File: config.mk
export PLATFORM = sky130hd
export DESIGN_NAME = game_timer_bcd
export DESIGN_NICKNAME = d
export VERILOG_FILES = /design/src/rtl/game_timer_bcd.sv
export SDC_FILE = /design/constraint.sdc
export NUM_CORES = 1
export LEC_CHECK = 0
export BUFFER_PORTS_ARGS = -buffer_cell sky130_fd_sc_hd__clkbuf_2
export CAP_MARGIN = 30
export CORE_MARGIN = 2
export CORE_UTILIZATION = 47
export DETAILED_ROUTE_END_ITERATION = 7
export GPL_ROUTABILITY_DRIVEN = 0
export PLACE_DENSITY = 0.72
export SYNTH_ARGS = -nofsm -noshare
export SYNTH_HDL_FRONTEND = slang
export SYNTH_SLANG_ARGS = --single-unit
File: constraint.sdc
create_clock -name Clk -period 2.9 [get_ports Clk]
set_input_delay 0.435 -clock Clk [delete_from_list [all_inputs] [get_ports Clk]]
set_output_delay 0.435 -clock Clk [all_outputs]
set_load 0.1 [all_outputs]
File: src/rtl/game_timer_bcd.sv
// N-digit BCD seconds timer with a 1 s prescaler, up/down counting,
// preload and the sticky Expired / Overflow status flags.
module game_timer_bcd #(
  parameter int TICKS_PER_SEC = 50_000_000,
  parameter int DIGITS        = 2
) (
  input  logic                Clk,
  input  logic                Rst,
  input  logic                Enable,
  input  logic                Clear,
  input  logic                Load,
  input  logic [4*DIGITS-1:0] Load_Val,
  input  logic                Count_Down,
  output logic [4*DIGITS-1:0] Sec_Bcd,
  output logic                Sec_Tick,
  output logic                Expired,
  output logic                Overflow
);

  localparam int              PW        = $clog2(TICKS_PER_SEC);
  localparam int              VW        = 4 * DIGITS;
  localparam logic [PW-1:0]   PRESC_MAX = PW'(TICKS_PER_SEC - 1);

  logic [VW-1:0] sec_q, sec_d;
  logic [PW-1:0] presc_q, presc_d;
  logic          tick_q, tick_d;
  logic          expired_q, expired_d;
  logic          overflow_q, overflow_d;

  logic [VW-1:0] inc_val, dec_val, load_clamped;
  logic          carry, borrow, all_nines, is_zero;
  logic          halted, run, sec_event;

  // NOTE: blocking assignments are correct here; carry must ripple
  // digit to digit within the same evaluation.
  always_comb begin
    inc_val   = sec_q;
    carry     = 1'b1;
    all_nines = 1'b1;
    for (int i = 0; i < DIGITS; i++) begin
      if (sec_q[4*i +: 4] != 4'd9) all_nines = 1'b0;
      if (carry) begin
        if (sec_q[4*i +: 4] == 4'd9) begin
          inc_val[4*i +: 4] = 4'd0;
        end else begin
          inc_val[4*i +: 4] = sec_q[4*i +: 4] + 4'd1;
          carry             = 1'b0;
        end
      end
    end
  end

  always_comb begin
    dec_val = sec_q;
    borrow  = 1'b1;
    for (int i = 0; i < DIGITS; i++) begin
      if (borrow) begin
        if (sec_q[4*i +: 4] == 4'd0) begin
          dec_val[4*i +: 4] = 4'd9;
        end else begin
          dec_val[4*i +: 4] = sec_q[4*i +: 4] - 4'd1;
          borrow            = 1'b0;
        end
      end
    end
  end

  always_comb begin
    load_clamped = Load_Val;
    for (int i = 0; i < DIGITS; i++) begin
      if (Load_Val[4*i +: 4] > 4'd9) load_clamped[4*i +: 4] = 4'd9;
    end
  end

  assign is_zero   = (sec_q == '0);
  assign halted    = Count_Down ? expired_q : overflow_q;
  assign run       = Enable && !halted;
  assign sec_event = run && (presc_q == PRESC_MAX);

  // NOTE: every target gets a default first so no path leaves one
  // unassigned and infers a latch.
  always_comb begin
    sec_d      = sec_q;
    presc_d    = presc_q;
    tick_d     = 1'b0;
    expired_d  = expired_q;
    overflow_d = overflow_q;
    if (Clear) begin
      sec_d      = '0;
      presc_d    = '0;
      expired_d  = 1'b0;
      overflow_d = 1'b0;
    end else if (Load) begin
      sec_d      = load_clamped;
      presc_d    = '0;
      overflow_d = 1'b0;
      expired_d  = Count_Down && (Load_Val == '0);
    end else if (sec_event) begin
      presc_d = '0;
      if (!Count_Down) begin
        if (all_nines) begin
          overflow_d = 1'b1;
        end else begin
          sec_d  = inc_val;
          tick_d = 1'b1;
        end
      end else if (is_zero) begin
        // Down-count from an already-zero value just latches expiry.
        expired_d = 1'b1;
      end else begin
        sec_d  = dec_val;
        tick_d = 1'b1;
        if (dec_val == '0) expired_d = 1'b1;
      end
    end else if (run) begin
      presc_d = presc_q + PW'(1);
    end
  end

  // NOTE: sequential state uses non-blocking assignments only.
  always_ff @(posedge Clk or negedge Rst) begin
    if (!Rst) begin
      sec_q      <= '0;
      presc_q    <= '0;
      tick_q     <= 1'b0;
      expired_q  <= 1'b0;
      overflow_q <= 1'b0;
    end else begin
      sec_q      <= sec_d;
      presc_q    <= presc_d;
      tick_q     <= tick_d;
      expired_q  <= expired_d;
      overflow_q <= overflow_d;
    end
  end

  assign Sec_Bcd  = sec_q;
  assign Sec_Tick = tick_q;
  assign Expired  = expired_q;
  assign Overflow = overflow_q;

endmodule

# Word level (Yosys, flattened, before mapping)
# Index checks and enable logic that the tools add are counted.
[totals]
ff_bits = 37
latch_bits = 0
ramBits = 0
romBits = 0
input_bits = 14
out_inout_bits = 11
word_cells = 80
mem_count = 0
[op_classes]
n_addsub = 5
multipliers = 0
div = 0
n_lt_le_gt_ge = 2
eq_ne = 8
shifts = 0
n_mux = 40
bitwise = 0
reduce_logical = 19
[ops]
columns = ["cell", "n"]
rows = [
  ["two-way mux 26 bit", 4],
  ["two-way mux 8 bit", 6],
  ["two-way mux 4 bit", 8],
  ["adder 26 x 1 -> 26 bit (second input constant)", 1],
  ["equality test 26 bit (second input constant)", 1],
  ["zero test 8 bit", 3],
  ["two-way mux 1 bit", 22],
  ["!= test 4 bit (second input constant)", 4],
  ["nonzero test 4 bit", 3],
  ["AND reduction 3 bit", 3],
  ["nonzero test 3 bit", 3],
  ["adder 4 x 1 -> 4 bit (second input constant)", 2],
  ["equality test 4 bit (second input constant)", 2],
  ["greater-than comparator 4 bit (second input constant)", 2],
  ["zero test 4 bit", 2],
  ["subtractor 4 x 1 -> 4 bit (second input constant)", 2],
  ["AND reduction 4 bit", 1],
  ["logical AND 1 bit", 3],
  ["!= test 3 bit (second input constant)", 1],
  ["zero test 1 bit", 1],
]

# Depth between registers and ports, before layout
[logic_depth]
word_depth = 10
depth_mapped = 9
depth_no_buf = 7

# Worst setup path before layout
# OpenSTA, ideal clock, no wires.
[synth_timing]
path_type = "register -> register"
start = "register sec_q[4] (netlist: Sec_Bcd[4])"
end = "register sec_q[3] (netlist: Sec_Bcd[3])"
setup_time_ps = 128
t_arrival_ps = 2735
t_required_ps = 2772
slack_ps = 37
path_stages_with_launch = 8
path_buffers = 0
period_less_slack_ps = 2863
path_cell_list = "dfrtp_1 > inv_1 > ha_1 > or3b_2 > o22ai_1 > nor4_4 > nor2_1 > mux2_1"
[synth_between]
elab_chain_len = 4
word_cells_on_any_way = 6
classes_between = "eq/ne (3); mux (1); reduce/logical (2)"
[synth_rtl]
columns = ["item", "line", "rtl"]
rows = [
  ["start: declaration", "24", "logic [VW-1:0] sec_q, sec_d;"],
  ["start signal: assignment", "123", "sec_q <= '0;"],
  ["start signal: assignment", "129", "sec_q <= sec_d;"],
  ["!= test 4 bit", "41", "if (sec_q[4*i +: 4] != 4'd9) all_nines = 1'b0;"],
  ["two-way mux 1 bit", "41", ""],
  ["!= test 4 bit (no source line)", "-", ""],
  ["AND reduction 3 bit (no source line) (*)", "-", ""],
]
# Mark *: on every way between the ends. The rest lies on a longest branch, timed or not.
# A chain may end at the register's enable or synchronous reset.

# Final worst setup path
[layout_timing]
start = "register sec_q[4] (netlist: Sec_Bcd[4])"
end = "register sec_q[4] (netlist: Sec_Bcd[4])"
[layout_between]
elab_chain_len = 8
word_cells_on_any_way = 20
classes_between = "add/sub (2); eq/ne (4); mux (11); reduce/logical (3)"
[layout_rtl]
columns = ["item", "line", "rtl"]
rows = [
  ["adder 4 x 1 -> 4 bit (tied with other cells)", "46", "inc_val[4*i +: 4] = sec_q[4*i +: 4] + 4'd1;"],
  ["two-way mux 4 bit (on tied branches)", "43, 58", ""],
  ["two-way mux 4 bit (on tied branches)", "42, 57", ""],
  ["two-way mux 8 bit (on tied branches)", "101, 107", ""],
  ["two-way mux 8 bit", "100", "if (!Count_Down) begin"],
  ["two-way mux 8 bit", "98", "end else if (sec_event) begin"],
  ["two-way mux 8 bit", "93", "end else if (Load) begin"],
  ["two-way mux 8 bit", "88", "if (Clear) begin"],
]
# Parallel ways exist; a longest one is shown, timed or not. The select of a mux whose other input is x is not followed.

==> results_dict.tcl <==
set metrics [dict create \
    period_share 0.873 \
    combPwrFrac 0.246 \
    nNetsFinal 365 \
    core_um2 5850 \
    top_layer_used "met4" \
    ioPinCount 25 \
    vias 2604 \
    setup.worst_path.start "Sec_Bcd[4]$_DFFE_PN0P_" \
    ctsResizeCount 0 \
    htree_levels 2 \
    final_antenna_net_count 0 \
    dpl_cell_area_um2 3000 \
    internal_power_uw 834 \
    setup_viol 0 \
    p_sw_uw 440 \
    crit_chain "inv_1 -> ha_1 -> or3b_2 -> o21ai_0 -> o21ai_1 -> a21oi_1 -> mux2_2" \
    finalInstanceArea_um2 3100 \
    worst_pin_slew_ns 0.931 \
    finalWirelength_um 6800 \
    crit_fanout 12 \
    numCtsBuffers 5 \
    reg2reg_from "Sec_Bcd[4]$_DFFE_PN0P_" \
    grt-ovfl-total 0 \
    areaGrowthSynthToFinish_pct 9.74 \
    skew_ns 0.0109 \
    cts_root_buf "clkbuf_8" \
    synth_cell_type_count 72 \
    nFillCells 545 \
    multi_input_area_um2 1800 \
    clockBufferDepth 2 \
    die_area_um2 6650 \
    maxSlewHeadroom 0.380 \
    cts.reportedPaths.clkPinSlew_ns 0.08 \
    io_buffer_count 24 \
    grt_max_degree 38 \
    start_util 0.483 \
    m1WireLength_um 3060 \
    antenna_found_initial 0 \
    cellLeakagePower_uw 0.00122 \
    drv_slew 0 \
    wl_per_cell_um 16.2 \
    drv_cap 0 \
    arrival_ns 2.71 \
    grt_pass1_vias 2392 \
    swShare 0.345 \
    critPathSlowestCell "dfrtp_1" \
    drc_errors 0 \
    rows 28 \
    seq_area_frac_synth 0.328 \
    cp.depth 7 \
    worstRegToRegCells 7 \
    yosys_warnings 0 \
    timing.final.ws_setup_ns 0.367 \
    hold_path.class "in -> async" \
    power.density_nw_per_um2 411 \
    critPathCapture "Sec_Bcd[4]$_DFFE_PN0P_" \
    first_pass_iters 5 \
    start_kind "register" \
    hold_viol 0 \
    netlist_area_um2 2830 \
    cts_setup_buffers 0 \
    dp_hpwl_um 4980 \
    worst_ir_drop_vdd_v 0.000262 \
    crit_type "reg -> reg" \
    fmaxAchievable_mhz 395 \
    r2r_slack_ns 0.37 \
    ys_ff_latch 37 \
    worstSetupEndpointType "register" \
    path_buf_inv 1 \
    rsz0062_at_grt "no" \
    sequentialPowerShare 0.437 \
    drive_above_1_share 0.169 \
    routed_via_density 6.21 \
    die_y_um 81.6 \
    synth_cells 323 \
    cts_hold_buf 0 \
    cp.required_ns 3.08 \
    tns_ns 0 \
    final-seq-area_um2 926 \
    status "complete, no violations" \
    cts_tree "done" \
    first_iter_violations 185 \
    worst_path_largest_cell_delay_ns 0.52 \
    clock-sinks 37 \
    critPathTopFamily "compound AO/OA/AOI/OAI gates" \
    p_clk_frac 0.316 \
    synth_area_per_cell_um2 8.75 \
    wl_met2_um 3250 \
    min_period_ns 2.53 \
    grtUsageTotal 0.220 \
    synth_flop_cell "dfrtp_1" \
    synthArstFlopShare 1.00 \
    route.met3.wl_um 394 \
    synth_edf_count 0 \
    synthesis.nets 345 \
    place_ws_ns 0.442 \
    die_w_um 81.6 \
    grt_pass1_wl_um 11500 \
    antennaDiodeCount 0 \
    clk_latency_ns 0.29 \
    timing.rr.end "Sec_Bcd[4]$_DFFE_PN0P_" \
]
[worst min path at each step]
stage | cells after the start | slack, ns | to
global route | 1 | 0.35 | presc_q[14]$_DFFE_PN0P_
floorplan | 0 | 0.14 | Expired$_DFFE_PN0P_
global placement | 1 | 0.48 | presc_q[23]$_DFFE_PN0P_
detailed placement | 1 | 0.48 | presc_q[23]$_DFFE_PN0P_
CTS | 1 | 0.30 | presc_q[14]$_DFFE_PN0P_
finish | 1 | 0.27 | presc_q[20]$_DFFE_PN0P_
[Yosys cell counts (all sizes together), types with 3 or more instances]
cell / instances / area [um2]
or3: 4 / 30.0
mux2: 4 / 45.0
a21boi: 3 / 22.5
nand3b: 4 / 30.0
nor4b: 8 / 70.1
nor2: 39 / 146
nand4: 6 / 67.6
o22ai: 3 / 18.8
nor3: 10 / 55.1
o21ai: 10 / 50.0
nand2b: 5 / 31.3
o2111ai: 3 / 26.3
ha: 8 / 100
clkbuf: 12 / 46.3
xnor2: 18 / 158
or3b: 3 / 26.3
nor2b: 3 / 18.8
or4: 3 / 26.3
nor3b: 8 / 70.1
o211ai: 4 / 30.0
a31oi: 6 / 37.5
nor4: 10 / 92.6
dfrtp: 37 / 926
nand4b: 3 / 26.3
inv: 10 / 37.5
nand3: 16 / 90.1
nand2: 23 / 88.8
or2: 5 / 31.3
mux2i: 4 / 40.0
a21oi: 19 / 95.1
[registers in the layout, summed over array words and instances, names as in the netlist]
signal	count
presc_q	26
Sec_Bcd	8
Expired	1
Overflow	1
Sec_Tick	1
[power groups by stage]
stage	sequential (uW)	combinational, uW	clock (uW)
finish	557	313	403
global route	561	339	433
CTS	556	311	415
detailed placement	567	310	0
global placement	565	307	0
floorplan	634	165	0
[cells by family (layout without fill, tap and decap cells)]
logic type,count (synthesis),after routing,synth area share
buf+inv,24,45,0.0354
mux,8,8,0.0301
flops,37,37,0.328
fa+ha+maj,8,8,0.0354
xor+xnor,18,18,0.0558
compound gates,66,66,0.157
simple gates,162,162,0.359
[placed cells by master, fill, tap and decap left out, types with 5 or more instances in the layout]
master,n
a21oi_1,19
a31oi_1,6
clkbuf_2,24
clkbuf_8,7
dfrtp_1,37
ha_1,8
inv_1,10
nand2_1,22
nand2b_1,5
nand3_1,14
nor2_1,39
nor3_1,9
nor3b_1,6
nor4_1,8
nor4b_1,8
o21ai_0,9
xnor2_1,18
[final cells by class]
type | count | area share
clock buffers | 7 | 0.0311
clock inverters | 1 | 0.00161
inverters | 10 | 0.0121
multi-input cells | 262 | 0.580
flip-flops and latches | 37 | 0.299
well taps | 75 | 0.0303
repair buffers | 27 | 0.0460
[routing by layer]
metal,up-vias,track usage
met3,12,0.0396
met5,-,0
li1,1243,-
met2,93,0.351
met4,0,0.0729
met1,1256,0.303
[stage by stage]
step	cells	power [uW]	utilization	hold WS, ns
global route	419	1330	0.530	0.353
finish	419	1270	0.530	0.273
floorplan	323	799	-	0.139
CTS	419	1280	0.530	0.305
global placement	411	872	0.513	0.477
detailed placement	411	876	0.513	0.477
[worst reg2reg max path: cells and delay by family (launching register included)]
family          cells  cell delay (ns)
fa+ha+maj           1             0.29
simple gates        1             0.51
mux                 1             0.35
compound gates      3             0.57
buf+inv             1             0.19
flops               1             0.52
Note: power is estimated with default switching activity, not from simulation.
